File: src/rtl/mul_rr_scheduler.sv
// Round-robin front end for one shared pipelined multiplier: grants one requester
// per cycle, issues its operands, and steers each result back to its issuer.
module mul_rr_scheduler #(
  parameter int NUM_REQ     = 4,
  parameter int DATA_WIDTH  = 32,
  parameter int MUL_LATENCY = 2
) (
  input  logic                          clk,
  input  logic                          rst_n,
  input  logic                          hold,
  input  logic [NUM_REQ-1:0]            req_valid,
  output logic [NUM_REQ-1:0]            req_ready,
  input  logic [NUM_REQ*DATA_WIDTH-1:0] req_op1,
  input  logic [NUM_REQ*DATA_WIDTH-1:0] req_op2,
  output logic [NUM_REQ-1:0]            resp_valid,
  output logic [2*DATA_WIDTH-1:0]       resp_res,
  output logic                          resp_ovf,
  output logic                          mul_en,
  output logic [DATA_WIDTH-1:0]         mul_op1,
  output logic [DATA_WIDTH-1:0]         mul_op2,
  input  logic [2*DATA_WIDTH-1:0]       mul_res,
  input  logic                          mul_ovf,
  output logic [15:0]                   issue_cnt
);

  localparam int ID_W = (NUM_REQ > 1) ? $clog2(NUM_REQ) : 1;

  // Handshake: requester i holds req_valid[i] and its operands stable until a
  // cycle where req_valid[i] & req_ready[i]; that edge is the acceptance edge.
  // resp_valid has no ready: the owning requester must take the 1-cycle pulse.

  logic [ID_W-1:0] last_grant;
  logic            grant_valid;
  logic [ID_W-1:0] grant_id;
  logic [ID_W:0]   cand;

  logic            tag_v  [MUL_LATENCY];
  logic [ID_W-1:0] tag_id [MUL_LATENCY];

  // Search starts just after the previous winner and wraps around.
  always_comb begin
    grant_valid = 1'b0;
    grant_id    = '0;
    cand        = '0;
    for (int k = 0; k < NUM_REQ; k++) begin
      cand = {1'b0, last_grant} + (ID_W+1)'(k + 1);
      if (cand >= (ID_W+1)'(NUM_REQ)) begin
        cand = cand - (ID_W+1)'(NUM_REQ);
      end
      if (!grant_valid && req_valid[cand[ID_W-1:0]]) begin
        grant_valid = 1'b1;
        grant_id    = cand[ID_W-1:0];
      end
    end
    if (hold || !rst_n) begin
      grant_valid = 1'b0;
    end
  end

  always_comb begin
    req_ready = '0;
    mul_op1   = '0;
    mul_op2   = '0;
    if (grant_valid) begin
      req_ready[grant_id] = 1'b1;
      mul_op1 = req_op1[grant_id*DATA_WIDTH +: DATA_WIDTH];
      mul_op2 = req_op2[grant_id*DATA_WIDTH +: DATA_WIDTH];
    end
  end

  assign mul_en = grant_valid;

  always_ff @(posedge clk) begin
    if (!rst_n) begin
      last_grant <= ID_W'(NUM_REQ - 1);
      issue_cnt  <= '0;
    end else if (grant_valid) begin
      last_grant <= grant_id;
      issue_cnt  <= issue_cnt + 16'd1;
    end
  end

  // Requester IDs ride alongside the multiplier pipeline so results can be steered.
  always_ff @(posedge clk) begin
    if (!rst_n) begin
      for (int s = 0; s < MUL_LATENCY; s++) begin
        tag_v[s]  <= 1'b0;
        tag_id[s] <= '0;
      end
    end else begin
      tag_v[0]  <= grant_valid;
      tag_id[0] <= grant_id;
      for (int s = 1; s < MUL_LATENCY; s++) begin
        tag_v[s]  <= tag_v[s-1];
        tag_id[s] <= tag_id[s-1];
      end
    end
  end

  always_comb begin
    resp_valid = '0;
    if (rst_n && tag_v[MUL_LATENCY-1]) begin
      resp_valid[tag_id[MUL_LATENCY-1]] = 1'b1;
    end
  end

  assign resp_res = mul_res;
  assign resp_ovf = mul_ovf;

endmodule

File: config.mk
export PLATFORM = sky130hd
export DESIGN_NAME = mul_rr_scheduler
export DESIGN_NICKNAME = d
export VERILOG_FILES = /design/src/rtl/mul_rr_scheduler.sv
export SDC_FILE = /design/constraint.sdc
export NUM_CORES = 1
export LEC_CHECK = 0
export BUFFER_PORTS_ARGS = -buffer_cell sky130_fd_sc_hd__buf_2
export CAP_MARGIN = 20
export CORE_AREA = 2 2 189 191
export CTS_BUF_LIST = sky130_fd_sc_hd__clkbuf_4 sky130_fd_sc_hd__clkbuf_8
export CTS_CLUSTER_DIAMETER = 200
export DETAILED_ROUTE_END_ITERATION = 12
export DIE_AREA = 0 0 191 193
export PLACE_DENSITY = 0.42
export RECOVER_POWER = 50
export SYNTH_ARGS = -nofsm -noshare
export SYNTH_HDL_FRONTEND = slang
export SYNTH_SLANG_ARGS = --single-unit
File: constraint.sdc
create_clock -name clk -period 2 [get_ports clk]
set_input_delay 0.3 -clock clk [delete_from_list [all_inputs] [get_ports clk]]
set_output_delay 0.3 -clock clk [all_outputs]
set_load 0.02 [all_outputs]
After elaboration in Yosys (flattened, before gate mapping)
Memories as Yosys holds them, arrays and structs flattened.
Cells that the tools add are included.
{"block": "word_totals", "mem_count": 2, "elab_cells": 77, "ff_bits": 18, "out_inout_bits": 154, "inputBits": 328, "latchBits": 0, "ramBits": 6, "mem_bits_ro": 0}
{"name": "tag_id", "depth": 2, "word_bits": 2, "read_ports": 2, "rd_clocked_by_memory_dff": 0, "write_ports": 2, "line_no": "38", "text": "logic [ID_W-1:0] tag_id [MUL_LATENCY];"}
{"name": "tag_v", "depth": 2, "word_bits": 1, "read_ports": 2, "rd_clocked_by_memory_dff": 0, "write_ports": 2, "line_no": "37", "text": "logic tag_v [MUL_LATENCY];"}
{"block": "classes", "shifts": 2, "n_div": 0, "add_sub_neg": 9, "n_reduce_logical": 11, "n_eq_ne": 0, "order_cmp": 12, "n_bitwise": 4, "mul": 0, "muxes": 35}
{"operator": "variable part select 128 x 8 -> 32 bit", "count": 2}
{"operator": "2-to-1 mux 32 bit", "count": 2}
{"operator": "2-to-1 mux 2 bit", "count": 10}
{"operator": "less-than comparator 2 x 3 -> 1 bit, second input constant", "count": 6}
{"operator": "adder 16 x 1 -> 16 bit, second input constant", "count": 1}
{"operator": "2-to-1 mux 1 bit", "count": 15}
{"operator": ">= comparator 3 bit, second input constant", "count": 4}
{"operator": "binary-select mux 1 bit (select 2 bit)", "count": 4}
{"operator": "2-to-1 mux 4 bit", "count": 2}
{"operator": "subtractor 2 x 1 -> 2 bit, second input constant", "count": 4}
{"operator": "adder 2 x 2 -> 3 bit, second input constant", "count": 2}
{"operator": "logical AND 1 bit", "count": 6}
{"operator": "demux 1 bit (select 2 bit)", "count": 2}
{"operator": ">= comparator 2 x 1 -> 1 bit, second input constant", "count": 2}
{"operator": "zero test 1 bit", "count": 4}
{"operator": "bitwise OR 1 bit", "count": 4}
{"operator": "adder 2 x 1 -> 3 bit, second input constant", "count": 1}
{"operator": "adder 2 x 3 -> 3 bit, second input constant", "count": 1}
{"operator": "logical OR 1 bit", "count": 1}

Depth between registers and ports, before layout
Gate-level depths: netlist of run 1.
{"block": "depth", "depth_word": 20, "mapped_depth": 8, "depth_no_buf": 6}

Least setup slack after synthesis of run 1
OpenSTA, ideal clock, no wires.
{"block": "synth_timing", "kind": "reg-to-output", "from": "register last_grant[1]", "to": "output port mul_op1[0]", "path_stages_with_launch": 9, "arrival_time_ns": 1.669, "required_time_ns": 1.700, "n_path_buf": 3, "setup_slack_ns": 0.031, "cell_sequence": "dfxtp_1 > mux2i_1 > o22a_1 > o21ai_2 > buf_6 > buf_12 > buf_12 > mux2i_1 > o22ai_1"}
{"block": "synth_via", "elab_chain_len": 17, "elab_cells_between_ends": 41, "cone_classes": "add/sub (8); order compare (4); shift (1); mux (22); reduce/logical (6)"}
{"item": "start, declared", "line_no": "32", "text": "logic [ID_W-1:0] last_grant;"}
{"item": "start signal, assigned", "line_no": "75", "text": "last_grant <= ID_W'(NUM_REQ - 1);"}
{"item": "start signal, assigned", "line_no": "78", "text": "last_grant <= grant_id;"}
{"item": "adder 2 x 1 -> 3 bit", "line_no": "46", "text": "cand = {1'b0, last_grant} + (ID_W+1)'(k + 1);"}
{"item": ">= comparator 3 bit or subtractor 2 x 1 -> 2 bit (tied branches)", "line_no": "47, 48"}
{"item": "2-to-1 mux 2 bit", "line_no": "47", "text": "if (cand >= (ID_W+1)'(NUM_REQ)) begin"}
{"item": "binary-select mux 1 bit (select 2 bit)", "line_no": "50", "text": "if (!grant_valid && req_valid[cand[ID_W-1:0]]) begin"}
{"item": "2-to-1 mux 1 bit (implied by the code)", "line_no": "50"}
{"item": "2-to-1 mux 1 bit", "line_no": "50"}
{"item": "zero test 1 bit", "line_no": "50"}
{"item": "logical AND 1 bit", "line_no": "50"}
{"item": "2-to-1 mux 1 bit", "line_no": "50"}
{"item": "zero test 1 bit", "line_no": "50"}
{"item": "logical AND 1 bit", "line_no": "50"}
{"item": "2-to-1 mux 1 bit", "line_no": "50"}
{"item": "zero test 1 bit", "line_no": "50"}
{"item": "logical AND 1 bit", "line_no": "50"}
{"item": "2-to-1 mux 2 bit or 2-to-1 mux 1 bit (tied branches)", "line_no": "50"}
{"item": "variable part select 128 x 8 -> 32 bit or 2-to-1 mux 1 bit (tied branches)", "line_no": "66, 55"}
{"item": "2-to-1 mux 32 bit (*)", "line_no": "64", "text": "if (grant_valid) begin"}
{"item": "end, declared", "line_no": "19", "text": "output logic [DATA_WIDTH-1:0] mul_op1,"}
Every way passes the cells marked *; elsewhere a longest branch is shown, timed or not. The select of a mux whose other input is x is not followed.

Final worst setup path of run 1
{"block": "layout_timing", "from": "register last_grant[1]", "to": "output port mul_op1[23]"}
Same word-level chain as after synthesis.

==> impl_metrics.json, run 1 <==
{
  "run_status": "complete, but fails checks",
  "failed_checks": "negative setup slack",
  "dp_cells": 1183,
  "crit_path_max_incr_delay_ns": 0.39,
  "final_hold_viol_count": 0,
  "path_buf_inv": 4,
  "worstPathCellList": "mux2i_1, o22a_1, o21ai_4, buf_12, buf_16, buf_6, mux2i_2, o22ai_2, buf_6",
  "fin_nets": 1082,
  "vias": 4400,
  "min_path_type": "flop to flop",
  "ant_nets": 0,
  "synth_area_sq_um": 3710,
  "grt-ovfl-total": 0,
  "final_util_pct": 19.93,
  "cts.sinks": 24,
  "seq_area_sq_um": 484.2,
  "synth_seq_cells": 24,
  "cts_buffers": 3,
  "first_iter_violations": 128,
  "rsz0062_at_grt": "true",
  "holdBufCountCts": 0,
  "hpwlAfterDp_mm": 14.11,
  "num_antenna_cells": 0,
  "clock-root-buffer": "clkbuf_8",
  "arrival_ns": 2.09,
  "worstSetupPathType": "flop to output port",
  "fillCellCount": 3898,
  "wirelength_mm": 18.40,
  "ys_seq_area_share_pct": 12.95,
  "p_leak_nw": 3.367,
  "maxCapViolations": 0,
  "die_w_microns": 191,
  "post_drt_via_cell_ratio": 3.627,
  "timing.final.crit_share_pct": 119.7,
  "tritoncts": "yes",
  "grt_pass1_vias": 4151,
  "tightest_slew_ns": 0.2455,
  "synthFlopType": "dfxtp_1",
  "cts.reportedPaths.clkPinSlew_ns": 0.10,
  "fp.coreArea_sq_um": 34960,
  "area_growth_pct": 87.86,
  "setup_violations": 68,
  "finalCriticalPeriod_ns": 2.394,
  "r2r_slack_ns": 0.29,
  "slowest_stage": "dfxtp_4",
  "antenna_found_initial": 0,
  "grt_max_degree": 26,
  "worstPathRequired_ns": 1.70,
  "async_flop_share_pct": 0,
  "cts.path.max_buffers": 2,
  "drc": 0,
  "worst_slack_ns": -0.3942,
  "setup_tns_ns": -21.37,
  "row_count": 69,
  "fin_skew_ns": 0.003482,
  "multi_input_comb_area_sq_um": 2744,
  "irDropWorstVdd_v": 0.0002082,
  "drt_first_pass_iters": 4,
  "globalplace.congestion": 0.6994,
  "endpoint_kind": "output port",
  "port_buffers": 351,
  "pre_cts_ws_ns": -0.2712,
  "slew_headroom_pct": 83.31,
  "grt_first_pass_wirelength_mm": 24.00,
  "initial_core_util_pct": 10.61,
  "syn_nets": 741,
  "timing.fmax_mhz": 417.7,
  "synth_edf_count": 0,
  "grtUsageMet3_pct": 1.611,
  "drive_gt1_share_pct": 68.09,
  "finalMaxSlewViolations": 0,
  "die-area_sq_um": 36860,
  "crit_fanout": 9,
  "syn_avg_cell_area_sq_um": 9.004,
  "avgRoutedWirePerCell_microns": 15.17,
  "powerDensity_nw_per_um2": 438.2,
  "syn_inst": 412,
  "htreeDepth": 1,
  "synth_warnings": 0,
  "crit_top_cell": "buf_6",
  "startpoint_type": "flop",
  "ios": 482,
  "gr-usage-met1_pct": 10.62,
  "die_h_microns": 193,
  "worstSkewPairLatency_ns": 0.27,
  "grt-busiest-layer": "met2",
  "layoutNonFillerInstCount": 1213,
  "grt_use_met2_pct": 15.38,
  "cpLargestDelayFamily": "buffers and inverters",
  "yosysUniqueCellTypes": 36,
  "grt_usage_pct": 8.606
}
[repair_timing]
action | 4_1_cts | 5_1_grt
gates resized for setup | 99 | 91
setup endpoints to repair | 68 | 68
pin swaps | 7 | 19
gates cloned | 6 | 2
setup buffers | 9 | 11
[per-layer routing]
metal  share of wire, %  wire (microns)
met1                 39            7215
met3                7.1            1307
met2                 52            9502
met4                2.0             372
met5                  0               0
[cells by family after synthesis]
kind of cell | after synthesis | share of synthesized area, %
simple gates | 68 | 10.86
compound gates | 72 | 15.72
mux | 130 | 35.08
flops | 24 | 12.95
xor+xnor | 14 | 3.305
fa+ha+maj | 1 | 0.3372
buf+inv | 103 | 21.75
[where the power goes]
group,internal (W),switching [W],leakage (nW)
sequential,0.000495,0.0000169,0.195
clock,0.000268,0.000178,0.0357
combinational,0.00115,0.000943,3.14
total,0.00192,0.00114,3.37
[final timing paths]
check	startpoint	to	cells after the start
worst min-delay path	tag_id[0][1]$_SDFF_PN0_	tag_id[0][3]$_SDFF_PN0_	1
worst min register to register	tag_id[0][1]$_SDFF_PN0_	tag_id[0][3]$_SDFF_PN0_	1
worst max-delay path	last_grant[1]$_SDFFE_PN1P_	mul_op1[23]	9
worst max register to register	last_grant[1]$_SDFFE_PN1P_	tag_id[0][0]$_SDFF_PN0_	8
[synth_stat cells (3+ instances only)]
cell type	instances	area share (%)
and2_1	20	3.4
and3_1	4	0.67
buf_1	3	0.30
buf_12	5	2.7
buf_2	7	0.94
buf_4	67	14
buf_6	5	1.5
clkbuf_1	4	0.40
clkbuf_4	5	1.0
dfxtp_1	24	13
inv_1	4	0.40
mux2i_1	130	35
nand2_1	10	1.0
nand2b_1	4	0.67
nand3_1	7	0.94
nand4_1	4	0.67
nor2_1	8	0.81
nor2b_1	3	0.51
nor3_1	4	0.54
o22ai_1	44	7.4
o22ai_2	20	6.7
xnor2_1	12	2.8
[stage by stage]
step / cell area [sq um] / hold slack, ns / power, W
CTS: 6494 / 0.4475 / 0.002840
finish: 6969 / 0.4407 / 0.003054
floorplan: 3710 / 0.4119 / 0.001644
global route: 6969 / 0.4549 / 0.003224
global placement: 5818 / 0.4210 / 0.002057
detailed placement: 5818 / 0.4191 / 0.002066
[layout by cell type, fill, tap and decap left out, drive strengths merged, types with 5 or more instances in the layout]
| cell | n |
|---|---|
| and2 | 20 |
| buf | 432 |
| clkbuf | 5 |
| dfxtp | 24 |
| inv | 5 |
| mux2i | 130 |
| nand2 | 10 |
| nand3 | 7 |
| nor2 | 8 |
| nor3 | 5 |
| o22ai | 64 |
| xnor2 | 12 |
[registers in the layout, indices dropped and copies added (netlist names)]
name	cells
issue_cnt	16
tag_id	4
last_grant	2
tag_v	2
[worst register-to-register path, delay by kind of cell (launching register included)]
| family | cells | cell delay, ns |
|---|---|---|
| AO/OA/AOI/OAI | 2 | 0.26 |
| buffers and inverters | 4 | 0.64 |
| flip-flops | 1 | 0.39 |
| multiplexers | 1 | 0.19 |
| AND/OR/NAND/NOR | 1 | 0.14 |
[layout make-up]
type	instances	share of cell area, %
clock buffers	3	0.5925
repair buffers	434	44.11
well taps	461	8.276
inverters	5	0.2693
multi-input cells	285	39.37
flip-flops and latches	24	6.948
clock inverters	1	0.4309
Power figures use the tool's default switching activity.
==> inputs of run 2 (changes only) <==
--- a/config.mk
+++ b/config.mk
@@ -13,7 +13,7 @@
 export DETAILED_ROUTE_END_ITERATION = 12
 export DIE_AREA = 0 0 191 193
 export PLACE_DENSITY = 0.42
-export RECOVER_POWER = 50
+export RECOVER_POWER = 100
 export SYNTH_ARGS = -nofsm -noshare
 export SYNTH_HDL_FRONTEND = slang
 export SYNTH_SLANG_ARGS = --single-unit
==> impl_metrics.json, run 2 (synthesis results as in run 1) <==
{
  "place_area_sq_um": 5818,
  "wirelength_mm": 18.38,
  "globalplace.congestion": 0.6994,
  "worst_slack_ns": -0.3944,
  "tightest_slew_ns": 0.8973,
  "antenna_found_initial": 0,
  "num_antenna_cells": 0,
  "crit_path_max_incr_delay_ns": 0.39,
  "run_status": "complete, but fails checks",
  "timing.fmax_mhz": 417.6,
  "port_buffers": 351,
  "vias": 4403,
  "worstSkewPairLatency_ns": 0.27,
  "failed_checks": "negative setup slack",
  "grt_first_pass_wirelength_mm": 24.00,
  "final_cell_mix": "buf_2 (278), mux2i_1 (100), buf_4 (67)",
  "grt_usage_pct": 8.606,
  "post_drt_via_cell_ratio": 3.630,
  "fp.coreArea_sq_um": 34960,
  "startpoint_type": "flop",
  "cts.path.max_buffers": 2,
  "row_count": 69,
  "first_iter_violations": 126,
  "cts.sinks": 24,
  "die_w_microns": 191,
  "crit_top_cell": "buf_6",
  "htreeDepth": 1,
  "initial_core_util_pct": 10.61,
  "grt-ovfl-total": 0,
  "layout.cells.most_common": "buf_2",
  "holdBufCountCts": 0,
  "worstSetupPathType": "flop to output port",
  "slew_headroom_pct": 40.18,
  "stdcell_area_sq_um": 6934,
  "die-area_sq_um": 36860,
  "area_growth_pct": 86.91,
  "maxCapViolations": 0,
  "fin_nets": 1082,
  "grt_max_degree": 26,
  "slowest_stage": "dfxtp_4",
  "final_hold_viol_count": 0,
  "drive_gt1_share_pct": 65.03,
  "worstPathCellList": "mux2i_1, o22a_1, o21ai_4, buf_12, buf_16, buf_6, mux2i_2, o22ai_2, buf_6",
  "hpwlAfterDp_mm": 14.11,
  "drc": 0,
  "power_w": 0.003046,
  "reg_top3": "issue_cnt: 16 flops, tag_id: 4 flops",
  "grt_pass1_vias": 4151,
  "irDropWorstVdd_v": 0.0002082,
  "reg2reg_depth": 9,
  "setup_tns_ns": -21.64,
  "crit_fanout": 9,
  "worstPathRequired_ns": 1.70,
  "ios": 482,
  "pre_cts_ws_ns": -0.2712,
  "cts_buffers": 3,
  "endpoint_kind": "output port",
  "finalCriticalPeriod_ns": 2.394,
  "tritoncts": "yes",
  "fin_skew_ns": 0.003787,
  "powerDensity_nw_per_um2": 439.2,
  "min_path_type": "flop to flop",
  "die_h_microns": 193,
  "setup_violations": 74,
  "p_leak_nw": 3.278,
  "drt_first_pass_iters": 4,
  "ant_nets": 0,
  "avgRoutedWirePerCell_microns": 15.16,
  "arrival_ns": 2.09,
  "timing.final.crit_share_pct": 119.7,
  "whs_ns": 0.4407,
  "regMostFlops": "issue_cnt",
  "hold_depth": 1,
  "clock-root-buffer": "clkbuf_8",
  "rsz0062_at_grt": "true",
  "cts.reportedPaths.clkPinSlew_ns": 0.10,
  "largest_register_ffs": 16,
  "finalMaxSlewViolations": 0
}
## run 2: changes by cell type in the layout (fill, tap and decap cells not counted), sizes merged
cell	before	now
buf	432	410
clkbuf	5	27
## run 2: worst max-delay path: cells and delay by family (launching register included)
family	cells	cell delay, ns
DFF	1	0.39
buffers and inverters	4	0.60
muxes	2	0.34
AOI/OAI and AO/OA	3	0.49
## run 2: final timing paths
kind | endpoint | startpoint | slack [ns]
worst max register to register | last_grant[0]$_SDFFE_PN1P_ | last_grant[1]$_SDFFE_PN1P_ | 0.26
worst max-delay path | mul_op1[23] | last_grant[1]$_SDFFE_PN1P_ | -0.39
worst min-delay path | tag_id[0][3]$_SDFF_PN0_ | tag_id[0][1]$_SDFF_PN0_ | 0.44
worst min register to register | tag_id[0][3]$_SDFF_PN0_ | tag_id[0][1]$_SDFF_PN0_ | 0.44
## run 2: cell type report
class                   count  area [sq um]
repair buffers            434          3039
inverters                   5         18.77
fillers                  3908         28030
flip-flops and latches     24         484.2
clock buffers               3         41.29
well taps                 461         576.8
multi-input cells         285          2744
clock inverters             1         30.03
## run 2: timing repair
item	CTS	global route
buffers inserted	9	11
pin swaps	7	19
cloned	6	2
resized for setup	99	91
endpoints found under the setup margin	68	68
## run 2: routing by layer
metal  global-route usage, %  up-vias  part of all wire (%)
met5                       0        -                     0
met4                   2.057        0                   2.0
met3                   1.611       42                   7.1
met2                   15.38      209                    52
met1                   10.62     2026                    39
li1                        -     2126                     -
## run 2: power by group
group | total, W | switching [W] | internal [W]
registers | 0.000512 | 0.0000170 | 0.000495
clock network | 0.000445 | 0.000177 | 0.000268
logic | 0.00209 | 0.000941 | 0.00115
## run 2: stage by stage
step,std cells,utilization [%]
final,1213,19.83
after CTS,1201,18.57
after detailed placement,1183,16.64
after floorplan,412,-
after global placement,1183,16.64
after global routing,1213,19.83
==> inputs of run 3 (changes only) <==
==> config.mk (replaced) <==
export PLATFORM = sky130hd
export DESIGN_NAME = mul_rr_scheduler
export DESIGN_NICKNAME = d
export VERILOG_FILES = /design/src/rtl/mul_rr_scheduler.sv
export SDC_FILE = /design/constraint.sdc
export NUM_CORES = 1
export LEC_CHECK = 0
export ABC_AREA = 1
export BUFFER_PORTS_ARGS = -buffer_cell sky130_fd_sc_hd__buf_2
export CAP_MARGIN = 20
export CORE_AREA = 2 2 187 189
export CTS_BUF_LIST = sky130_fd_sc_hd__clkbuf_4 sky130_fd_sc_hd__clkbuf_8
export CTS_CLUSTER_DIAMETER = 200
export DETAILED_ROUTE_END_ITERATION = 12
export DIE_AREA = 0 0 189 191
export PLACE_DENSITY = 0.45
export RECOVER_POWER = 100
export REMOVE_ABC_BUFFERS = 1
export SYNTH_ARGS = -nofsm -noshare
export SYNTH_HDL_FRONTEND = slang
export SYNTH_SLANG_ARGS = --single-unit
==> impl_metrics.json, run 3 <==
{
  "worstSkewPairLatency_ns": 0.27,
  "initial_core_util_pct": 13.38,
  "syn_inst": 911,
  "yosysTopAreaCellShare_pct": 37.09,
  "first_iter_violations": 307,
  "yosysUniqueCellTypes": 25,
  "cts.sinks": 24,
  "async_flop_share_pct": 0,
  "worstSetupPathType": "flop to output port",
  "synth_area_sq_um": 4564,
  "htreeDepth": 1,
  "powerDensity_nw_per_um2": 2771,
  "fin_nets": 1565,
  "synth_edf_count": 0,
  "grt_pass1_vias": 6741,
  "worstPathRequired_ns": 1.70,
  "syn_avg_cell_area_sq_um": 5.010,
  "hpwlAfterDp_mm": 32.35,
  "final_cell_mix": "nand2_1 (352), buf_2 (263), nand3_1 (128)",
  "drt_first_pass_iters": 5,
  "stdcell_area_sq_um": 8632,
  "clock-root-buffer": "clkbuf_8",
  "ios": 482,
  "p_leak_nw": 4.410,
  "timing.fmax_mhz": 373.6,
  "fp.coreArea_sq_um": 34120,
  "regMostFlops": "issue_cnt",
  "finalCriticalPeriod_ns": 2.676,
  "cts.reportedPaths.clkPinSlew_ns": 0.09,
  "grt_max_degree": 45,
  "tritoncts": "yes",
  "crit_fanout": 7,
  "tightest_slew_ns": 0.4802,
  "port_buffers": 351,
  "num_antenna_cells": 0,
  "r2r_slack_ns": 0.02,
  "cts.path.max_buffers": 2,
  "antenna_found_initial": 4,
  "timing.final.crit_share_pct": 133.8,
  "drive_gt1_share_pct": 49.80,
  "synth_most_common_cell": "nand2_1",
  "arrival_ns": 2.38,
  "synth_top_area_cell": "nand2_1",
  "maxCapViolations": 0,
  "grt_first_pass_wirelength_mm": 52.05,
  "row_count": 68,
  "globalplace.congestion": 1.035,
  "place_area_sq_um": 6668,
  "die-area_sq_um": 36100,
  "min_path_type": "flop to flop",
  "vias": 7475,
  "setup_violations": 69,
  "largest_register_ffs": 16,
  "final_hold_viol_count": 0,
  "drc": 0,
  "layout.cells.most_common": "nand2_1",
  "synthFlopType": "dfxtp_1",
  "grt-ovfl-total": 0,
  "reg_top3": "issue_cnt: 16 flops, tag_id: 4 flops",
  "worst_slack_ns": -0.6765,
  "fin_skew_ns": 0.002184,
  "run_status": "complete, but fails checks",
  "slew_headroom_pct": 67.69,
  "post_drt_via_cell_ratio": 4.423,
  "die_w_microns": 189,
  "endpoint_kind": "output port",
  "wirelength_mm": 42.27,
  "ys_top_cells_by_count": "nand2_1 (451), nand3_1 (140), a21oi_1 (77)",
  "finalMaxSlewViolations": 0,
  "rsz0062_at_grt": "true",
  "failed_checks": "negative setup slack",
  "startpoint_type": "flop",
  "avgRoutedWirePerCell_microns": 25.01,
  "area_growth_pct": 89.12,
  "irDropWorstVdd_v": 0.001179,
  "cts_buffers": 3,
  "ant_nets": 0,
  "ys_seq_area_share_pct": 10.53,
  "synth_seq_cells": 24,
  "die_h_microns": 191,
  "grt_usage_pct": 20.82,
  "synth_area_leaders": "nand2_1 (37%), nand3_1 (15%), buf_4 (13%)",
  "final_util_pct": 25.30,
  "synth_warnings": 0
}
run 3: cell count changes in the layout (fill, tap and decap cells not counted), moves of 20 or more:
| cell | previous run | this run |
|---|---|---|
| nand2_1 | 9 | 352 |
| mux2i_2 | 22 | 0 |
| mux2i_1 | 100 | 0 |
| a21oi_2 | 1 | 44 |
| o22ai_2 | 26 | 0 |
| o22ai_1 | 35 | 0 |
| nand2_4 | 1 | 21 |
| nand2_2 | 0 | 81 |
| nand3_1 | 7 | 128 |
| a21oi_1 | 0 | 33 |
run 3: stage by stage:
step	TNS (ns)	instances	setup WS, ns	power, W	hold slack [ns]
2_1_floorplan	-245.30	779	-3.747	0.005992	0.3900
3_3_place_gp	-24.28	1634	-0.4465	0.01434	0.3944
3_5_place_dp	-23.12	1634	-0.4260	0.01425	0.3988
4_1_cts	-39.59	1672	-0.6232	0.02026	0.4059
5_1_grt	-51.82	1690	-0.8260	0.02544	0.4453
6_report	-41.66	1690	-0.6765	0.02392	0.4173
run 3: cell families (layout without fill, tap and decap cells):
group | Yosys count | after routing | synth area share [%]
AND/OR/NAND/NOR | 629 | 629 | 56.74
buffers and inverters | 161 | 485 | 21.13
AO/OA/AOI/OAI | 88 | 88 | 9.786
flip-flops | 24 | 24 | 10.53
XOR/XNOR | 8 | 8 | 1.535
adder cells (fa/ha/maj) | 1 | 1 | 0.2741
run 3: path summary, 6_finish.rpt:
check,from,endpoint,depth (start not counted)
hold reg to reg,tag_id[0][1]$_SDFF_PN0_,tag_id[0][3]$_SDFF_PN0_,2
setup / recovery,last_grant[0]$_SDFFE_PN1P_,mul_op1[15],16
hold / removal,tag_id[0][1]$_SDFF_PN0_,tag_id[0][3]$_SDFF_PN0_,2
setup reg to reg,last_grant[0]$_SDFFE_PN1P_,last_grant[0]$_SDFFE_PN1P_,13
run 3: worst max-delay path: stages (launching register included):
cell and delay [ns]:
dfxtp_2 0.37, buf_6 0.15, nand2_4 0.06, nand2_4 0.09
nand2_4 0.06, nand2_4 0.10, nor2_4 0.06, nor2_4 0.16
nand2_8 0.11, nand2_8 0.15, buf_12 0.17, clkbuf_16 0.17
nand2_1 0.05, nand2_1 0.05, nand2_1 0.04, a21oi_1 0.14
buf_4 0.16
run 3: per-layer routing:
| metal | vias up | share of wire (%) | GRT usage (%) |
|---|---|---|---|
| met1 | 3344 | 26 | 15.35 |
| met3 | 81 | 19 | 17.53 |
| met4 | 10 | 6.5 | 11.57 |
| met2 | 539 | 49 | 36.70 |
| li1 | 3501 | - | - |
| met5 | - | 0.22 | 0.8242 |
run 3: repair_timing:
action / in CTS / in global routing
hold buffers: 0 / 0
gates resized for setup: 150 / 194
setup endpoints to repair: 69 / 86
setup buffers: 20 / 10
gates cloned: 14 / 14
pin swaps: 20 / 69
run 3: layout make-up:
type                            instances  area [sq um]
Tap cell                              455         569.3
Timing Repair Buffer                  452          3597
Clock buffer                            4         55.05
Inverter                               29         121.4
Multi-Input combinational cell        726          3804
Sequential cell                        24         485.5
Fill cell                            3864         25490
run 3: power breakdown:
group	internal [W]	switching, W
logic	0.0105	0.0124
registers	0.000552	0.0000483
clock network	0.000176	0.000163
